<file path="src/rtl/icache_refill_ctrl_pkg.sv">
// icache_refill_ctrl_pkg: shared AHB encodings and refill FSM states for the I-cache refill controller
// Contents: htrans_t (AHB transfer type), burst_t (AHB burst type), HSIZE_WORD, refill_state_t
package icache_refill_ctrl_pkg;

    typedef enum logic [1:0] {
        HT_IDLE   = 2'b00,
        HT_NONSEQ = 2'b10,
        HT_SEQ    = 2'b11
    } htrans_t;

    typedef enum logic [2:0] {
        BURST_SINGLE = 3'b000,
        BURST_WRAP4  = 3'b010
    } burst_t;

    localparam logic [2:0] HSIZE_WORD = 3'b010;

    typedef enum logic [2:0] {
        ST_IDLE,
        ST_ADDR,
        ST_BURST,
        ST_FILL,
        ST_ERR
    } refill_state_t;

endpackage

</file>
<file path="src/rtl/icache_refill_ctrl_wrap4_addr_gen.sv">
// icache_refill_ctrl_wrap4_addr_gen: wrapped WRAP4 beat address and line word slot
// Ports: word_addr (request address [31:2]), beat (0..3) -> addr (byte address of beat), slot (line word of beat)
module icache_refill_ctrl_wrap4_addr_gen (
    input  logic [29:0] word_addr,
    input  logic [1:0]  beat,
    output logic [31:0] addr,
    output logic [1:0]  slot
);

    // 2-bit add wraps within the 16-byte line
    assign slot = word_addr[1:0] + beat;
    assign addr = {word_addr[29:2], slot, 2'b00};

endmodule

</file>
<file path="src/rtl/icache_refill_ctrl.sv">
// icache_refill_ctrl: I-cache miss refill sequencer issuing critical-word-first AHB WRAP4 read bursts
// Ports: clk/rst (sync, active-high); req_valid/req_ready/req_addr miss request handshake;
//        fill_valid/fill_index/fill_tag/fill_line completed line; crit_valid/crit_data critical word;
//        err_valid aborted refill; haddr/htrans/hburst/hsize/hwrite/hready/hrdata/hresp AHB-Lite master.
// Config: define ICACHE_CRIT_WORD_FWD_EN to forward beat-0 data on crit_valid/crit_data.
module icache_refill_ctrl
    import icache_refill_ctrl_pkg::*;
#(
    parameter int CACHE_SIZE = 8192,
    parameter int CACHE_LINE = 128,
    localparam int IDX_W = $clog2(CACHE_SIZE * 8 / CACHE_LINE),
    localparam int TAG_W = 32 - IDX_W - 4
) (
    input  logic             clk,
    input  logic             rst,
    input  logic             req_valid,
    output logic             req_ready,
    input  logic [31:0]      req_addr,
    output logic             fill_valid,
    output logic [IDX_W-1:0] fill_index,
    output logic [TAG_W-1:0] fill_tag,
    output logic [127:0]     fill_line,
    output logic             crit_valid,
    output logic [31:0]      crit_data,
    output logic             err_valid,
    output logic [31:0]      haddr,
    output logic [1:0]       htrans,
    output logic [2:0]       hburst,
    output logic [2:0]       hsize,
    output logic             hwrite,
    input  logic             hready,
    input  logic [31:0]      hrdata,
    input  logic             hresp
);

    refill_state_t state, state_nxt;
    logic [29:0]  base;
    logic [1:0]   cnt;
    logic [127:0] line;
    logic [1:0]   a_beat;
    logic [31:0]  wrap_addr;
    logic [1:0]   a_slot_unused;
    logic [31:0]  d_addr_unused;
    logic [1:0]   d_slot;
    logic         capture;
    logic         err_hit;
    logic         unused_addr_lsb;

    assign unused_addr_lsb = ^req_addr[1:0];

    // In BURST, cnt is the data beat in flight and cnt+1 the address beat on the bus
    assign a_beat  = (state == ST_ADDR) ? 2'd0 : cnt + 2'd1;
    assign capture = (state == ST_BURST) && hready;
    assign err_hit = (state == ST_BURST) && hresp && !hready;

    icache_refill_ctrl_wrap4_addr_gen u_addr_gen (
        .word_addr (base),
        .beat      (a_beat),
        .addr      (wrap_addr),
        .slot      (a_slot_unused)
    );

    icache_refill_ctrl_wrap4_addr_gen u_slot_gen (
        .word_addr (base),
        .beat      (cnt),
        .addr      (d_addr_unused),
        .slot      (d_slot)
    );

    assign hsize      = HSIZE_WORD;
    assign hwrite     = 1'b0;
    assign fill_line  = line;
    assign fill_index = base[IDX_W+1:2];
    assign fill_tag   = base[29:IDX_W+2];

    always_comb begin
        state_nxt  = state;
        req_ready  = 1'b0;
        htrans     = HT_IDLE;
        haddr      = '0;
        hburst     = BURST_SINGLE;
        fill_valid = 1'b0;
        err_valid  = 1'b0;
        case (state)
            ST_IDLE: begin
                req_ready = 1'b1;
                if (req_valid) state_nxt = ST_ADDR;
            end
            ST_ADDR: begin
                htrans = HT_NONSEQ;
                haddr  = wrap_addr;
                hburst = BURST_WRAP4;
                if (hready) state_nxt = ST_BURST;
            end
            ST_BURST: begin
                // first error cycle cancels the next transfer
                htrans    = (err_hit || cnt == 2'd3) ? HT_IDLE : HT_SEQ;
                haddr     = wrap_addr;
                hburst    = BURST_WRAP4;
                state_nxt = err_hit ? ST_ERR : (hready && cnt == 2'd3) ? ST_FILL : ST_BURST;
            end
            ST_FILL: begin
                fill_valid = 1'b1;
                state_nxt  = ST_IDLE;
            end
            ST_ERR: begin
                err_valid = hready;
                if (hready) state_nxt = ST_IDLE;
            end
            default: state_nxt = ST_IDLE;
        endcase
    end

    always_ff @(posedge clk) begin
        if (rst) begin
            state <= ST_IDLE;
            base  <= '0;
            cnt   <= '0;
            line  <= '0;
        end else begin
            state <= state_nxt;
            if (req_ready && req_valid) base <= req_addr[31:2];
            if (state == ST_ADDR) cnt <= '0;
            else if (capture) cnt <= cnt + 2'd1;
            if (capture) line[{d_slot, 5'b0} +: 32] <= hrdata;
        end
    end

`ifdef ICACHE_CRIT_WORD_FWD_EN
    always_ff @(posedge clk) begin
        if (rst) begin
            crit_valid <= 1'b0;
            crit_data  <= '0;
        end else begin
            crit_valid <= capture && cnt == 2'd0;
            if (capture && cnt == 2'd0) crit_data <= hrdata;
        end
    end
`else
    assign crit_valid = 1'b0;
    assign crit_data  = '0;
`endif

endmodule

</file>
<file path="config.mk">
export PLATFORM = sky130hd
export DESIGN_NAME = icache_refill_ctrl
export DESIGN_NICKNAME = d
export VERILOG_FILES = /design/src/rtl/icache_refill_ctrl_pkg.sv /design/src/rtl/icache_refill_ctrl_wrap4_addr_gen.sv /design/src/rtl/icache_refill_ctrl.sv
export SDC_FILE = /design/constraint.sdc
export NUM_CORES = 1
export LEC_CHECK = 0
export BUFFER_PORTS_ARGS = -buffer_cell sky130_fd_sc_hd__buf_2
export CAP_MARGIN = 30
export CORE_AREA = 2 2 116 118
export CTS_CLUSTER_SIZE = 16
export DETAILED_ROUTE_END_ITERATION = 10
export DIE_AREA = 0 0 118 120
export GPL_TIMING_DRIVEN = 0
export PLACE_DENSITY_LB_ADDON = 0.25
export SETUP_SLACK_MARGIN = 0.5
export SLEW_MARGIN = 20
export SYNTH_ARGS = -nofsm -noshare
export SYNTH_HDL_FRONTEND = slang
export SYNTH_SLANG_ARGS = --single-unit
</file>
<file path="constraint.sdc">
create_clock -name clk -period 5.2 [get_ports clk]
set_input_delay 0.26 -clock clk [delete_from_list [all_inputs] [get_ports clk]]
set_output_delay 0.26 -clock clk [all_outputs]
set_load 0.005 [all_outputs]
</file>
==> results.cfg <==
[run]
cap_violations = 0

[logic_synthesis]
syn_area_per_cell_um2 = 9.60
async_flop_share_pct = 0
synth_area_um2 = 6310
synth_edf_count = 0
ys_ff_latch = 163
ys_types = 37
yosysSeqAreaShare_pct = 51.7
synth_ff_type = dfxtp_1
synthCells = 658
yosys_warnings = 0

[final_layout]
nets = 1048
drive_above_1_share_pct = 39.2
final_area_um2 = 8620
syn2layout_area_growth_pct = 36.5
final_common_cell = buf_2
antenna_cells = 0
fill_cells = 1106
layout_common_cells = buf_2, dfxtp_1, a22o_1

[floorplan]
die_x_um = 118
row_count = 42
coreArea_um2 = 13000
start_util_pct = 48.6
die_h_um = 120
ios = 302
dieArea_um2 = 14200

[critical_path]
worstPathRequired_ns = 5.56
endpoint_kind = register
slowest_stage = nor3_1
r2r-start = cnt[0]$_SDFFE_PP0P_
crit_top_cell = ha_1
criticalPathCategory = register to register
cp_max_fo = 10
r2r-end = fill_line[56]$_SDFFE_PP0P_
cp_data_arrival_time_ns = 3.00
cp-start-kind = register
cpPeakStageDelay_ns = 0.58
rr_worst_depth = 7
path_cells = ha_1 -> xor3_2 -> ha_1 -> nor3_1 -> clkbuf_1 -> nand3_1 -> a21oi_1
r2r_slack_ns = 2.56

[sta]
fin_ws_ns = 2.56
hold_violations = 0
relSlewSlack_pct = 54.5
setup_violations = 0
fin_crit_sh_pct = 50.8
whs_ns = 0.0617
worst_pin_slew_ns = 0.677
fmax_ghz = 0.378
fin_skew_ns = 0.00501
timing.setup.tns_ns = 0
slew_violations = 0
fin_crit_ns = 2.64
rsz0062_at_grt = no

[detailed_routing]
drc = 0
routedWlPerCell_um = 15.0
drt_wl_total_um = 17500
vias_per_cell = 4.93
dr.pass1.iters = 4
ant_nets = 0
drt_iter0_drc = 268
route.vias.total = 5724

[global_routing]
antenna_found_initial = 0
grt_pass1_vias = 5377
grt_overflow = 0
grtUsageTotal_pct = 24.6
grt_pass1_wl_um = 27400
grt_max_degree = 17

[place]
port_buffers = 257
pre_cts_ws_ns = 2.48
dp_hpwl_um = 12800
place.gp.congestion = 0.841
placed_area_um2 = 7970

[pwr]
ir_drop_mv = 0.209
p_total_mw = 2.89
p_leak_nw = 4.36
powerDensity_nw_per_um2 = 335

[clocking]
cts_hold_buffers = 0
htree_levels = 4
numClockSinks = 163
cts.path.max_buffers = 2
cts_setup_buffers = 0
clk_latency_ns = 0.43
cts_root_buf = clkbuf_16
cts-buffers-inserted = 17
cts_tree = yes
path_clk_slew_ns = 0.06
cts_resized = 0

[run_status]
status = finished, final reports clean

[min_path]
hp-class = input port to register
hold_depth = 3
hold_path_end = base[6]$_SDFFE_PP0P_
min_from = req_addr[8]
## cell usage after synthesis, drive strengths merged, types with 2 or more instances
master | n | share of area, %
and2 | 31 | 3.1
nand2b | 4 | 0.40
nor2b | 4 | 0.40
ha | 6 | 1.2
a22o | 96 | 13
conb | 2 | 0.12
clkbuf | 27 | 1.6
nand3 | 33 | 2.6
buf | 91 | 10
a21oi | 69 | 5.5
a31oi | 3 | 0.40
dfxtp | 163 | 52
nand2 | 93 | 5.5
nor3 | 9 | 1.1
nor2 | 5 | 0.30
inv | 6 | 0.36
## flip-flops by register name, summed over array words and instances (netlist names)
signal / cells
state: 3
base: 30
cnt: 2
fill_line: 128
## cell families (layout without fill, tap and decap cells)
logic type / after synthesis / in the layout / synth area share (%)
AOI/OAI and AO/OA: 175 / 175 / 20.1
xor gates and xnor gates: 2 / 2 / 0.535
adders and majority gates: 6 / 6 / 1.19
buffers and inverters: 124 / 413 / 12.1
DFF: 163 / 163 / 51.7
muxes: 1 / 1 / 0.159
other: 2 / 41 / 0.119
and+or+nand+nor: 185 / 185 / 14.2
## layout make-up
cell class                 instances  area, µm²  share of cell area, %
buffer                           118        739                   8.58
multi-input combinational        410       2430                   28.3
tap                              176        220                   2.56
timing repair buffer             257       1290                   14.9
clock buffer                      19        453                   5.26
sequential                       163       3260                   37.9
inverter                           6       22.5                  0.261
clock inverter                    13        196                   2.28
## stage by stage
step | utilization (%) | instances
floorplan | - | 697
global placement | 61.4 | 1130
detailed placement | 61.4 | 1130
CTS | 66.4 | 1162
global route | 66.4 | 1162
finish | 66.4 | 1162
## metal layers
layer / vias up / global-route usage [%] / routed length [µm] / share of wire [%]
met5: - / 0 / 0 / 0
met4: 0 / 10.6 / 431 / 2.5
met3: 31 / 7.41 / 1490 / 8.5
met2: 231 / 40.2 / 8250 / 47
met1: 2649 / 30.1 / 7290 / 42
li1: 2813 / - / - / -
## where the power goes
group / internal, mW / switching (mW)
Sequential: 1.27 / 0.0141
Clock: 0.837 / 0.527
Combinational: 0.110 / 0.131
## worst max-delay path, delay by kind of cell, from the launching register on
family	cells	cell delay, ns
adders and majority gates	2	0.54
DFF	1	0.40
AOI/OAI and AO/OA	1	0.15
and+or+nand+nor	2	0.72
buffers and inverters	1	0.45
xor gates and xnor gates	1	0.31
## worst max-delay path by stage
stage | from | to | slack (ns) | cells past startpoint
after floorplan | cnt[0]$_SDFFE_PP0P_ | fill_line[55]$_SDFFE_PP0P_ | 3.09 | 7
after global placement | cnt[0]$_SDFFE_PP0P_ | fill_line[59]$_SDFFE_PP0P_ | 2.56 | 7
after detailed placement | cnt[0]$_SDFFE_PP0P_ | fill_line[54]$_SDFFE_PP0P_ | 2.48 | 7
after CTS | cnt[0]$_SDFFE_PP0P_ | fill_line[56]$_SDFFE_PP0P_ | 2.52 | 7
after global routing | cnt[0]$_SDFFE_PP0P_ | fill_line[60]$_SDFFE_PP0P_ | 2.25 | 7
final | cnt[0]$_SDFFE_PP0P_ | fill_line[56]$_SDFFE_PP0P_ | 2.56 | 7
Note: power is estimated with default switching activity, not from simulation.
